## config.mk

```make
export PLATFORM = sky130hd
export DESIGN_NAME = mr_wb_uart_tx
export DESIGN_NICKNAME = d
export VERILOG_FILES = /design/src/rtl/mr_wb_uart_tx.sv
export SDC_FILE = /design/constraint.sdc
export NUM_CORES = 1
export LEC_CHECK = 0
export CAP_MARGIN = 10
export CORE_MARGIN = 2
export CORE_UTILIZATION = 40
export CTS_BUF_LIST = sky130_fd_sc_hd__clkbuf_8
export DETAILED_ROUTE_END_ITERATION = 16
export DONT_BUFFER_PORTS = 1
export GPL_ROUTABILITY_DRIVEN = 0
export GPL_TIMING_DRIVEN = 0
export MAX_ROUTING_LAYER = met4
export PLACE_DENSITY_LB_ADDON = 0.25
export SYNTH_ARGS = -nofsm -noshare
export SYNTH_HDL_FRONTEND = slang
export SYNTH_SLANG_ARGS = --single-unit
```

## constraint.sdc

```tcl
create_clock -name clk_i -period 7.6 [get_ports clk_i]
set_clock_uncertainty 0.1 [all_clocks]
set_input_delay 0.76 -clock clk_i [delete_from_list [all_inputs] [get_ports clk_i]]
set_output_delay 0.76 -clock clk_i [all_outputs]
set_load 0.03 [all_outputs]
```

## src/rtl/mr_wb_uart_tx.sv

```systemverilog
`default_nettype none
// ============================================================================
// Module : mr_wb_uart_tx
// Brief  : Pipelined Wishbone slave UART transmitter (8N1) with TX FIFO,
//          programmable bit period and level completion interrupt.
// Rev    : 1.0 - initial release
// ============================================================================
module mr_wb_uart_tx #(
  parameter int CLK_DIV    = 16,
  parameter int FIFO_DEPTH = 8
) (
  input  logic        clk_i,
  input  logic        rst_i,
  input  logic [1:0]  addr_i,
  input  logic        we_i,
  input  logic [3:0]  sel_i,
  input  logic [31:0] dat_i,
  input  logic        stb_i,
  input  logic        cyc_i,
  output logic        ack_o,
  output logic        err_o,
  output logic [31:0] dat_o,
  output logic        stall_o,
  output logic        tx_o,
  output logic        irq_o
);

  localparam int          AW       = $clog2(FIFO_DEPTH);
  localparam logic [AW:0] FULL_CNT = (AW+1)'(FIFO_DEPTH);
  localparam logic [15:0] DIV_RST  = 16'(CLK_DIV - 1);

  typedef enum logic [1:0] {
    ST_IDLE  = 2'd0,
    ST_START = 2'd1,
    ST_DATA  = 2'd2,
    ST_STOP  = 2'd3
  } state_t;

  logic          ack_q, ack_d, err_q, err_d, irq_q, irq_d;
  logic [31:0]   dat_q, dat_d;
  logic          tx_en_q, tx_en_d, irq_en_q, irq_en_d;
  logic [15:0]   div_q, div_d, div_wr;
  logic [AW-1:0] wr_ptr_q, wr_ptr_d, rd_ptr_q, rd_ptr_d;
  logic [AW:0]   count_q, count_d;
  logic [7:0]    mem_q [FIFO_DEPTH];
  logic [7:0]    mem_d [FIFO_DEPTH];
  state_t        state_q, state_d;
  logic [15:0]   cnt_q, cnt_d;
  logic [2:0]    bit_q, bit_d;
  logic [7:0]    shift_q, shift_d;

  logic accept, full, empty, busy, txdata_wr, push, pop;
  logic unused_ok;

  assign accept    = stb_i & cyc_i;
  assign full      = (count_q == FULL_CNT);
  assign empty     = (count_q == '0);
  assign busy      = (state_q != ST_IDLE);
  assign txdata_wr = accept & we_i & (addr_i == 2'd0) & sel_i[0];
  // Full is judged on the pre-cycle count, so a same-cycle pop never rescues a push.
  assign push      = txdata_wr & ~full;
  assign div_wr    = {sel_i[1] ? dat_i[15:8] : div_q[15:8],
                      sel_i[0] ? dat_i[7:0]  : div_q[7:0]};
  assign unused_ok = ^{dat_i[31:16], sel_i[3:2]};

  assign ack_o   = ack_q;
  assign err_o   = err_q;
  assign dat_o   = dat_q;
  assign irq_o   = irq_q;
  assign stall_o = 1'b0;

  always_comb begin
    ack_d    = accept & ~(txdata_wr & full);
    err_d    = txdata_wr & full;
    dat_d    = '0;
    tx_en_d  = tx_en_q;
    irq_en_d = irq_en_q;
    div_d    = div_q;
    if (accept && !we_i) begin
      case (addr_i)
        2'd1:    dat_d = {16'h0, 8'(count_q), 5'b0, busy, empty, full};
        2'd2:    dat_d = {30'b0, irq_en_q, tx_en_q};
        2'd3:    dat_d = {16'h0, div_q};
        default: dat_d = '0;
      endcase
    end
    if (accept && we_i && addr_i == 2'd2 && sel_i[0]) begin
      tx_en_d  = dat_i[0];
      irq_en_d = dat_i[1];
    end
    if (accept && we_i && addr_i == 2'd3) begin
      div_d = (div_wr == 16'h0) ? 16'h1 : div_wr;
    end
  end

  always_comb begin
    state_d = state_q;
    cnt_d   = cnt_q;
    bit_d   = bit_q;
    shift_d = shift_q;
    pop     = 1'b0;
    tx_o    = 1'b1;
    case (state_q)
      ST_IDLE: begin
        if (tx_en_q && !empty) begin
          pop     = 1'b1;
          shift_d = mem_q[rd_ptr_q];
          cnt_d   = div_q;
          state_d = ST_START;
        end
      end
      ST_START: begin
        tx_o = 1'b0;
        if (cnt_q == 16'h0) begin
          cnt_d   = div_q;
          bit_d   = 3'd0;
          state_d = ST_DATA;
        end else begin
          cnt_d = cnt_q - 16'd1;
        end
      end
      ST_DATA: begin
        tx_o = shift_q[0];
        if (cnt_q == 16'h0) begin
          cnt_d   = div_q;
          shift_d = {1'b0, shift_q[7:1]};
          if (bit_q == 3'd7) begin
            state_d = ST_STOP;
          end else begin
            bit_d = bit_q + 3'd1;
          end
        end else begin
          cnt_d = cnt_q - 16'd1;
        end
      end
      default: begin
        if (cnt_q == 16'h0) begin
          state_d = ST_IDLE;
        end else begin
          cnt_d = cnt_q - 16'd1;
        end
      end
    endcase
  end

  always_comb begin
    mem_d    = mem_q;
    wr_ptr_d = wr_ptr_q;
    rd_ptr_d = rd_ptr_q;
    count_d  = count_q;
    if (push) begin
      mem_d[wr_ptr_q] = dat_i[7:0];
      wr_ptr_d        = wr_ptr_q + AW'(1);
    end
    if (pop) begin
      rd_ptr_d = rd_ptr_q + AW'(1);
    end
    case ({push, pop})
      2'b10:   count_d = count_q + (AW+1)'(1);
      2'b01:   count_d = count_q - (AW+1)'(1);
      default: count_d = count_q;
    endcase
    irq_d = irq_en_q & empty & ~busy;
  end

  always_ff @(posedge clk_i) begin
    mem_q <= mem_d;
  end

  always_ff @(posedge clk_i) begin
    if (rst_i) begin
      ack_q    <= 1'b0;
      err_q    <= 1'b0;
      dat_q    <= '0;
      irq_q    <= 1'b0;
      tx_en_q  <= 1'b1;
      irq_en_q <= 1'b0;
      div_q    <= DIV_RST;
      wr_ptr_q <= '0;
      rd_ptr_q <= '0;
      count_q  <= '0;
      state_q  <= ST_IDLE;
      cnt_q    <= '0;
      bit_q    <= '0;
      shift_q  <= '0;
    end else begin
      ack_q    <= ack_d;
      err_q    <= err_d;
      dat_q    <= dat_d;
      irq_q    <= irq_d;
      tx_en_q  <= tx_en_d;
      irq_en_q <= irq_en_d;
      div_q    <= div_d;
      wr_ptr_q <= wr_ptr_d;
      rd_ptr_q <= rd_ptr_d;
      count_q  <= count_d;
      state_q  <= state_d;
      cnt_q    <= cnt_d;
      bit_q    <= bit_d;
      shift_q  <= shift_d;
    end
  end

endmodule
`default_nettype wire

```

==> run summary <==
Once the floorplan was initialized, standard cells occupied 41.1% of the core. The chip height is 132 µm, and the endpoint required time on the critical path is 6.74 ns. Summed over all layers, the routed wires come to 15.8 mm. The endpoint identified for the worst register-to-register timing path is count_q[2]$_SDFFE_PP0P_.

Ratio of final minimum period to clock period: 49.3%. TritonCTS built the clock tree. The critical path is of the register to primary output type.

For the area inside the core boundary, the log shows 15900 µm². STA classifies the critical path endpoint as a primary output. The tools report the number of clock sinks seen by CTS as 140. The number of setup buffers added after CTS is 0. In this run the remaining antenna-violating nets after routing total 0. The cell count after synthesis came out at 603.

The post-route minimum period came out at 3.75 ns. Summing every instance area after synthesis gives 6550 µm². Across the VDD grid, the largest voltage drop is 161 µV. Yosys mapped the design onto 64 distinct sky130hd cell types.

The via-per-instance ratio is 5.56. For the iteration-0 DRC count of the detailed router, the log shows 383. Measured in cells, the most critical reg-to-reg path has a length of 10. Setup repair after global routing left no endpoint under its margin.

Across all register-to-register paths, the minimum setup slack is 4.22 ns. The count of pins over their slew limit was 0; the number of cell rows was 46. The finished layout holds 871 standard cells, fillers aside. The tools report the source-to-sink clock delay at the later pin of the worst-skew pair as 0.45 ns.

Setup violations remaining at the end of the flow were counted as 0. The worst path meets setup with 3.85 ns of slack. The run gives 0 as the antenna cell count. The commonest cells after synthesis are 76 x dfxtp_1, 64 x edfxtp_1, 53 x nor2_1, 43 x nand2_1, 38 x a21oi_1.

The number of port buffers came out at 0. Most common cell in the netlist: dfxtp_1. The logs give 17400 µm² for the area of the die and 0 for the final hold violation count. For the max-slew headroom at the worst pin, the log shows 39.4%. The number of clock buffers added by TritonCTS is 17.

Clock tree synthesis selected as its root buffer the cell clkbuf_8. Setup total negative slack on the finished layout was measured at 0 ns. Transition at the pin with the smallest max-transition slack: 0.896 ns. For the peak clock frequency supported by timing, the log shows 0.267 GHz.

Overall power consumption after layout is estimated at 0.00249 W. Once placement finished, the instance area stood at 6910 µm². The path class of the tightest hold or removal check is primary input to register.

Before CTS, the worst setup slack after placement is 3.53 ns. The area of all placed cells without fillers was 7290 µm²; the total instance count after detailed placement was 840. The max-cap check violation count is 0, and the number of levels the H-tree was split into is 4.

The post-route netlist has 14.0% of its cells at a drive strength greater than 1. edfxtp_1 takes more of the synthesized area than any other cell. The via count of the first global-routing pass is 4813, and the number of optimization iterations in the first detailed-route pass is 5. Along the worst path, the maximum fanout reaches 10.

The fraction of synthesis flops using an asynchronous set or reset pin is 0%, and the total global routing track utilization is 18.9%. The number of enable-type register cells in the synthesized netlist was 64; the number of antenna violations at the first check in global routing was 0. The worst setup path endpoint is tx_o. The flow ran to the end, and the final reports show no timing, DRC or antenna violations. Number of nets at the end of the flow: 698.

In the routed design, unresolved DRC markers number 0. After legalization and detailed placement, the total HPWL measured 11.2 mm. The wire length of the first global-routing pass was 25.3 mm. Origin of the worst setup path: state_q[0]$_SDFFE_PP0P_. Summed over all layers, the global routing overflow is 0. Yosys attributes the largest share of cell area to edfxtp_1 29%, dfxtp_1 23%, mux4_2 5.5%. The mean cell area of the mapped netlist came out at 10.9 µm².

STA classifies the critical path startpoint as a register. The clock passes through at most 2 buffers. The share of the Yosys chip area taken by registers is 52.6%. 80 I/O pins were placed.

For this design the ratio of total power to cell area is 341 nW/µm². The tools report the reported leakage power as 2.64 nW. The routed via count is 4845, and the arrival time at the worst endpoint is 2.89 ns. The number of buffers inserted for hold repair after clock tree synthesis is 0.

The startpoint identified for the worst register-to-register timing path is count_q[0]$_SDFFE_PP0P_. The synthesized design contains 140 register bits. The maximum number of pins on one net before global-route repair was 17; the count of synthesis-stage warnings from yosys was 0.

The floorplan step set the die width to 132 µm. Share of the synthesized area in the top cell type: 29.4%. After clock tree synthesis, the repair step resized 0 gates. Relative to the synthesized area, the layout overhead comes to 11.4%.

Final routed wire length divided by cell count: 18.1 µm. Among all flip-flop cells after synthesis, the most frequent one is dfxtp_1. The post-CTS clock slew at the launch and capture registers of the worst setup and hold paths is 0.08 ns.
-- worst max-delay path, cell delays in order (launching register included) --
cell,delay [ns]
dfxtp_1,0.37
inv_1,0.09
ha_1,0.20
clkbuf_1,0.20
inv_1,0.11
clkbuf_1,0.35
buf_1,0.41
nor2_1,0.08
a21oi_1,0.61
-- power by group --
part	switching (W)	total (W)	internal, W	leakage, nW
clock network	0.000301	0.000591	0.000290	0.178
registers	0.0000423	0.000878	0.000835	1.19
logic	0.000655	0.00102	0.000366	1.27
total	0.000998	0.00249	0.00149	2.64
-- logic make-up after synthesis --
logic type,share of synthesized area (%)
AOI/OAI and AO/OA,13.0
xor gates and xnor gates,1.20
adders and majority gates,2.29
buffers and inverters,5.20
DFF,52.6
muxes,10.6
other,0.0573
and+or+nand+nor,15.1
-- registers in the layout (all words and copies together), names as in the netlist, 3 cells and up --
register  cells
mem_q        64
cnt_q        16
dat_o        16
div_q        16
shift_q       8
count_q       4
bit_q         3
rd_ptr_q      3
wr_ptr_q      3
-- layout by cell type, fill, tap and decap left out, types with 15 or more instances in the layout --
cell type	n
mux4_2	16
nor2_1	53
a21oi_1	38
buf_4	20
dfxtp_1	76
edfxtp_1	64
inv_1	15
clkbuf_8	17
conb_1	17
clkbuf_1	22
mux2i_1	31
o21ai_0	28
nor3_1	20
nand2_1	43
-- worst min path at each step --
stage                     cells past startpoint                     from  slack (ns)                      end
final                                         0                 dat_i[7]        0.30      mem_q[47]$_DFFE_PP_
after detailed placement                      2    irq_en_q$_SDFFE_PP0P_        0.35         irq_o$_SDFF_PP0_
after global placement                        2  shift_q[5]$_SDFFE_PP0P_        0.35  shift_q[5]$_SDFFE_PP0P_
after CTS                                     0                 dat_i[1]        0.28       mem_q[1]$_DFFE_PP_
after global routing                          0                 dat_i[5]        0.26      mem_q[61]$_DFFE_PP_
after floorplan                               2    irq_en_q$_SDFFE_PP0P_        0.33         irq_o$_SDFF_PP0_
-- per-stage QoR --
| stage | util [%] | hold WS (ns) |
|---|---|---|
| global route | 45.7 | 0.262 |
| finish | 45.7 | 0.296 |
| floorplan | - | 0.327 |
| CTS | 45.7 | 0.280 |
| detailed placement | 43.4 | 0.352 |
| global placement | 43.1 | 0.347 |
-- metal layers --
metal | vias to the layer above | global-route usage (%) | wire length [µm]
li1 | 2280 | - | -
met1 | 2349 | 24.2 | 7080
met2 | 189 | 29.1 | 7450
met3 | 27 | 4.88 | 954
met4 | 0 | 6.88 | 260
met5 | - | - | 0
-- area by class of cell --
| cell class | instances | area (µm²) |
|---|---|---|
| plain buffers | 55 | 284 |
| clock buffers | 17 | 234 |
| clock inverters | 14 | 146 |
| fillers | 1483 | 8650 |
| inverters | 15 | 56.3 |
| multi-input cells | 409 | 2830 |
| flip-flops and latches | 140 | 3440 |
| well taps | 216 | 270 |
| repair buffers | 5 | 30.0 |
Power figures use the tool's default switching activity.
